[src/rtl/logic_unit_nbit.sv]
// logic_unit_nbit: registered N-bit bitwise logic unit with a valid/ready
// handshake on both sides, an optional accumulator operand, result flags
// (zero, parity) and a saturating count of accepted operations.
module logic_unit_nbit #(
  parameter int WIDTH = 4,
  parameter int CNT_W = 8
) (
  input  logic             clk,
  input  logic             rst,
  input  logic             in_valid,
  output logic             in_ready,
  input  logic [WIDTH-1:0] a,
  input  logic [WIDTH-1:0] b,
  input  logic [2:0]       op,
  input  logic             use_acc,
  input  logic             acc_wr,
  input  logic             acc_clr,
  output logic             out_valid,
  input  logic             out_ready,
  output logic [WIDTH-1:0] y,
  output logic             zero,
  output logic             parity,
  output logic [WIDTH-1:0] acc,
  output logic [CNT_W-1:0] op_count
);

  typedef enum logic [2:0] {
    OP_AND  = 3'b000,
    OP_OR   = 3'b001,
    OP_XOR  = 3'b010,
    OP_NOTA = 3'b011,
    OP_NAND = 3'b100,
    OP_NOR  = 3'b101,
    OP_XNOR = 3'b110,
    OP_PASS = 3'b111
  } op_e;

  logic             r_out_valid;
  logic [WIDTH-1:0] r_y;
  logic             r_zero;
  logic             r_parity;
  logic [WIDTH-1:0] r_acc;
  logic [CNT_W-1:0] r_op_count;

  logic             w_in_ready;
  logic             w_accept;
  logic [WIDTH-1:0] w_opa;
  logic [WIDTH-1:0] w_result;

  // A slot opens when the result register is empty or is being drained now;
  // this depends only on out_valid/out_ready, never on in_valid.
  assign w_in_ready = !r_out_valid || out_ready;
  assign w_accept   = in_valid && w_in_ready;
  // Operand A comes from the accumulator value held before this edge.
  assign w_opa      = use_acc ? r_acc : a;

  // Combinational operation decode.
  always_comb begin
    // NOTE: assigning a default before the case keeps every path driven, so no latch is inferred.
    w_result = w_opa;
    unique case (op_e'(op))
      OP_AND:  w_result = w_opa & b;
      OP_OR:   w_result = w_opa | b;
      OP_XOR:  w_result = w_opa ^ b;
      OP_NOTA: w_result = ~w_opa;
      OP_NAND: w_result = ~(w_opa & b);
      OP_NOR:  w_result = ~(w_opa | b);
      OP_XNOR: w_result = ~(w_opa ^ b);
      OP_PASS: w_result = w_opa;
      default: w_result = w_opa;
    endcase
  end

  // Result register, flags and the out_valid (EMPTY/FULL) flag.
  always_ff @(posedge clk) begin
    // NOTE: non-blocking assignments make every register sample pre-edge values, avoiding ordering races.
    if (rst) begin
      r_out_valid <= 1'b0;
      r_y         <= '0;
      r_zero      <= 1'b1;
      r_parity    <= 1'b0;
    end else if (w_accept) begin
      r_out_valid <= 1'b1;
      r_y         <= w_result;
      r_zero      <= (w_result == '0);
      r_parity    <= ^w_result;
    end else if (out_ready) begin
      r_out_valid <= 1'b0;
    end
  end

  // Accumulator: clear has priority over a write-back of the accepted result.
  always_ff @(posedge clk) begin
    if (rst) begin
      r_acc <= '0;
    end else if (acc_clr) begin
      r_acc <= '0;
    end else if (w_accept && acc_wr) begin
      r_acc <= w_result;
    end
  end

  // Saturating count of accepted operations.
  always_ff @(posedge clk) begin
    if (rst) begin
      r_op_count <= '0;
    end else if (w_accept && (r_op_count != '1)) begin
      r_op_count <= r_op_count + 1'b1;
    end
  end

  assign in_ready  = w_in_ready;
  assign out_valid = r_out_valid;
  assign y         = r_y;
  assign zero      = r_zero;
  assign parity    = r_parity;
  assign acc       = r_acc;
  assign op_count  = r_op_count;

endmodule

[config.mk]
export PLATFORM = sky130hd
export DESIGN_NAME = logic_unit_nbit
export DESIGN_NICKNAME = d
export VERILOG_FILES = /design/src/rtl/logic_unit_nbit.sv
export SDC_FILE = /design/constraint.sdc
export NUM_CORES = 1
export LEC_CHECK = 0
export ABC_AREA = 0
export CAP_MARGIN = 15
export CELL_PAD_IN_SITES_DETAIL_PLACEMENT = 0
export CELL_PAD_IN_SITES_GLOBAL_PLACEMENT = 1
export CORE_MARGIN = 3
export CORE_UTILIZATION = 35
export CTS_CLUSTER_DIAMETER = 200
export DETAILED_ROUTE_END_ITERATION = 10
export PLACE_DENSITY = 0.78
export SLEW_MARGIN = 20
export SYNTH_ARGS = -nofsm -noshare
export SYNTH_HDL_FRONTEND = slang
export SYNTH_SLANG_ARGS = --single-unit
export TNS_END_PERCENT = 1
[constraint.sdc]
create_clock -name clk -period 2.9 [get_ports clk]
set_input_delay 0.58 -clock clk [delete_from_list [all_inputs] [get_ports clk]]
set_output_delay 0.58 -clock clk [all_outputs]
set_load 0.005 [all_outputs]
# Yosys cells after proc, flatten, opt, wreduce, memory -nomap -nowiden
# Index checks and enable logic that the tools add are counted.
[totals] ff_bits=19 latch_bits=0 ramBits=0 romBits=0 out_inout_bits=20 word_cells=36 n_memories=0
[op_classes] n_addsub=1 n_mul=0 div=0 n_lt_le_gt_ge=0 eq_ne=8 n_shift=0 muxes=4 n_bitwise=7 reduce_logical=10
[ops] op="4-bit case mux with 8 select lines" n=1
[ops] op="4-bit NOT" n=4
[ops] op="3-bit == test, second input constant" n=4
[ops] op="8-bit by 1-bit adder with 8-bit output, second input constant" n=1
[ops] op="8-bit inequality test, second input constant" n=1
[ops] op="3-bit by 2-bit == test with 1-bit output, second input constant" n=2
[ops] op="4-bit AND" n=1
[ops] op="4-bit zero test" n=1
[ops] op="4-bit two-way mux" n=1
[ops] op="4-bit bitwise OR" n=1
[ops] op="4-bit parity" n=1
[ops] op="4-bit bitwise XOR" n=1
[ops] op="3-bit by 1-bit == test with 1-bit output, second input constant" n=1
[ops] op="1-bit logical AND" n=3
[ops] op="3-bit zero test" n=1
[ops] op="1-bit two-way mux" n=2
[ops] op="2-bit nonzero test" n=1
[ops] op="2-bit OR reduction" n=1
[ops] op="1-bit zero test" n=1
[ops] op="1-bit logical OR" n=1

# Longest topological paths before layout
[depth] depth_word=5 ltp_mapped=11 mapped_depth_nobuf=10

# Least setup slack after synthesis
# No wires, ideal clock.
[synth_path] path_type="input to register" startpoint="input port use_acc" endpoint="register r_parity, in the netlist parity" setup_time_ns=0.086 arrival_ns=2.430 slack_ns=0.385 stages=8 cell_sequence="buf_6 > mux2i_1 > ha_1 > mux4_2 > xnor2_2 > ha_1 > xnor2_1 > a211oi_1"
[synth_via] elab_chain_cells=5
[synth_rtl] element="start, declared" line_no="15" rtl="input logic use_acc,"
[synth_rtl] element="4-bit two-way mux *" line_no="55" rtl="assign w_opa = use_acc ? r_acc : a;"
[synth_rtl] element="4-bit bitwise XOR, or another cell as far along" line_no="64, 68"
[synth_rtl] element="4-bit NOT, on equally long branches" line_no="68, 66, 67"
[synth_rtl] element="4-bit case mux with 8 select lines *" line_no="61" rtl="unique case (op_e'(op))"
[synth_rtl] element="4-bit parity *" line_no="86" rtl="r_parity <= ^w_result;"
[synth_rtl] element="end signal, assigned" line_no="86"
[synth_rtl] element="end, declared" line_no="41" rtl="logic r_parity;"
# Mark *: on every way between the ends. The rest lies on a longest branch, timed or not.
# A chain may end at the register's enable or synchronous reset.

# Worst setup path after layout
# Ends and elaborated chain as after synthesis.

==> out/qor.yml <==
synth-seq-cells: 19
clock.fmax_mhz: 375.6
fin_crit_ps: 2662
htree_num_levels: 1
via_per_inst: 5.295
tightestPinTransition_ps: 663.8
leakage_nw: 0.8016
critPathRequiredTime_ps: 3060
clock-sinks: 19
finalSetupViolCount: 0
critical_path_class: "input pin to register"
antenna_left: 0
whs_ps: 479.3
wl_per_cell_um: 14.03
peakVddDrop_uv: 262.4
slew_headroom: 0.5561
drtPass1Iterations: 4
avgSynthCellArea_um2: 8.817
start_kind: "input pin"
fin_skew_ps: 1.542
regArea_um2: 380.4
startpoint: "use_acc"
synth_cells: 150
antenna_found_initial: 0
die_y_um: 67.47
hold_buffers: 0
overflow: 0
multiInputGateArea_um2: 850.8
timing.rr.start: "acc[0]"
powerDensity_mw_per_mm2: 360.0
cts_buffer_depth: 2
yosysSeqAreaShare: 0.2876
met2_usage: 0.3159
fill_cells: 325
fin_tns_setup_ps: 0
yosys_warnings: 0
hold_path_class: "register to register"
hold_viol: 0
grt_pass1_vias: 1376
synth.area.top_cells: "dfxtp_1 (29%), ha_1 (10%), a32o_1 (4.5%)"
worstPathMaxFanout: 4
yosysUniqueCellTypes: 38
area_growth_pct: 41.72
grt_usage: 0.1702
synth_ff_type: "dfxtp_1"
num_rows: 21
r2r_slack_ps: 660
worstPathArrival_ps: 2820
drv_cap: 0
end_kind: "register"
synth_top_area_frac: 0.2876
use_met3: 0.02496
yosysMostFrequentCell: "dfxtp_1"
cts_inserted_buffers: 3
busiest_layer: "met2"
die_area_mm2: 0.004552
grt_max_degree: 19
period_share: 0.9181
drive_gt1_frac: 0.1313
r2r_end: "parity"
async_reset_ff_frac: 0
port_buffers: 37
mappedNetlistArea_mm2: 0.001323
cts_tree: "built"
drcViolationCount: 0
synth_enable_flop_cells: 0
core_area_mm2: 0.003495
num_vias: 1292
syn_nets: 179
drv_slew: 0
antenna_cells: 0
drt-total-wl_mm: 3.423
clock_latency_ps: 250
root_buffer: "clkbuf_8"
chipWidth_um: 67.47
status: "finished clean"
gp_congestion: 0.8105
grt_pass1_wl_mm: 6.044
first_iter_violations: 63
initial_core_util: 0.3784
rr_worst_depth: 8
yosys-top-cells-count: "dfxtp_1 (19), inv_1 (12), ha_1 (11)"
io_pins: 38
yosys.area.top_type: "dfxtp_1"
postCtsSetupBuffers: 0
min_from: "zero"
whs_path_depth: 2
path_clk_slew_ps: 70
rsz0062_at_grt: "no"
min_to: "zero"
grtUsageMet1: 0.1907
nets: 228
hpwl_mm: 2.686
-- layer usage --
| layer | part of all wire | wire, um |
|---|---|---|
| met3 | 0.036 | 124 |
| met1 | 0.42 | 1451 |
| met4 | 0.018 | 61 |
| met2 | 0.52 | 1785 |
| met5 | 0 | 0 |
-- worst max-delay path by stage --
stage	slack [ps]	depth (start not counted)	end
global route	40	11	parity
detailed placement	-340	8	parity
finish	240	9	parity
global placement	-280	8	parity
CTS	200	8	parity
floorplan	380	8	parity
-- area by class of cell --
| class | instances | area share |
|---|---|---|
| tap | 46 | 0.03071 |
| inverter | 12 | 0.02403 |
| sequential | 19 | 0.2029 |
| clock inverter | 1 | 0.002670 |
| timing repair buffer | 52 | 0.2637 |
| multi-input combinational | 111 | 0.4539 |
| clock buffer | 3 | 0.02203 |
-- state kept, by name, indices dropped and copies added, names as in the netlist --
register	count
acc	4
op_count	8
out_valid	1
parity	1
y	4
zero	1
-- repair_timing --
action,in CTS,in global routing
endpoints found under the hold margin,0,0
endpoints found under the setup margin,1,0
resized for setup,2,0
-- cell usage in the layout, fill, tap and decap left out, types with 2 or more instances in the layout --
cell type | Yosys | layout
nand3_1 | 9 | 9
o31ai_1 | 2 | 2
or4_1 | 2 | 2
a211o_1 | 5 | 5
inv_1 | 12 | 12
ha_1 | 11 | 11
mux2i_1 | 6 | 5
a32o_1 | 6 | 6
buf_4 | 0 | 14
nor4_1 | 4 | 4
xor2_1 | 2 | 2
and3_1 | 2 | 2
a211oi_1 | 3 | 3
nand4_1 | 2 | 2
nand2b_1 | 2 | 2
o221ai_1 | 2 | 2
nor3_1 | 4 | 4
nand2_1 | 6 | 6
o21ai_0 | 7 | 7
a21oi_1 | 7 | 7
clkbuf_8 | 0 | 3
clkdlybuf4s50_1 | 0 | 36
dfxtp_1 | 19 | 19
or3_1 | 3 | 3
nor3b_1 | 3 | 3
nor2_1 | 9 | 9
and2_1 | 2 | 2
mux2i_2 | 2 | 3
-- cell families (layout without fill, tap and decap cells) --
| group | Yosys count | in the layout | synth area share |
|---|---|---|---|
| AND/OR/NAND/NOR | 52 | 52 | 0.2166 |
| AO/OA/AOI/OAI | 34 | 34 | 0.1958 |
| buffers and inverters | 20 | 68 | 0.07190 |
| flip-flops | 19 | 19 | 0.2876 |
| adder cells (fa/ha/maj) | 11 | 11 | 0.1041 |
| multiplexers | 10 | 10 | 0.09177 |
| XOR/XNOR | 4 | 4 | 0.03217 |
-- critical path, cell delays in order --
cell,delay [ps]
dlygate4sd2_1,350
mux2i_2,320
ha_1,290
a211o_1,260
a211o_1,300
o21ai_0,80
ha_1,260
xnor2_1,130
a211oi_1,240
-- per-stage QoR --
stage / utilization / instance area (um2) / setup WS (ps) / power [mW] / std cells
floorplan: - / 1323 / 384.7 / 0.3981 / 150
global placement: 0.5224 / 1826 / -276.8 / 0.4943 / 240
detailed placement: 0.5224 / 1826 / -341.1 / 0.4988 / 240
CTS: 0.5363 / 1874 / 203.7 / 0.6824 / 244
global route: 0.5363 / 1874 / 37.99 / 0.7188 / 244
finish: 0.5363 / 1874 / 237.6 / 0.6747 / 244
-- report_power, final --
group	internal [mW]	leakage, nW	switching, mW
Sequential	0.275	0.155	0.00993
Clock	0.0954	0.0255	0.0875
Combinational	0.118	0.621	0.0889
Power figures use the tool's default switching activity.
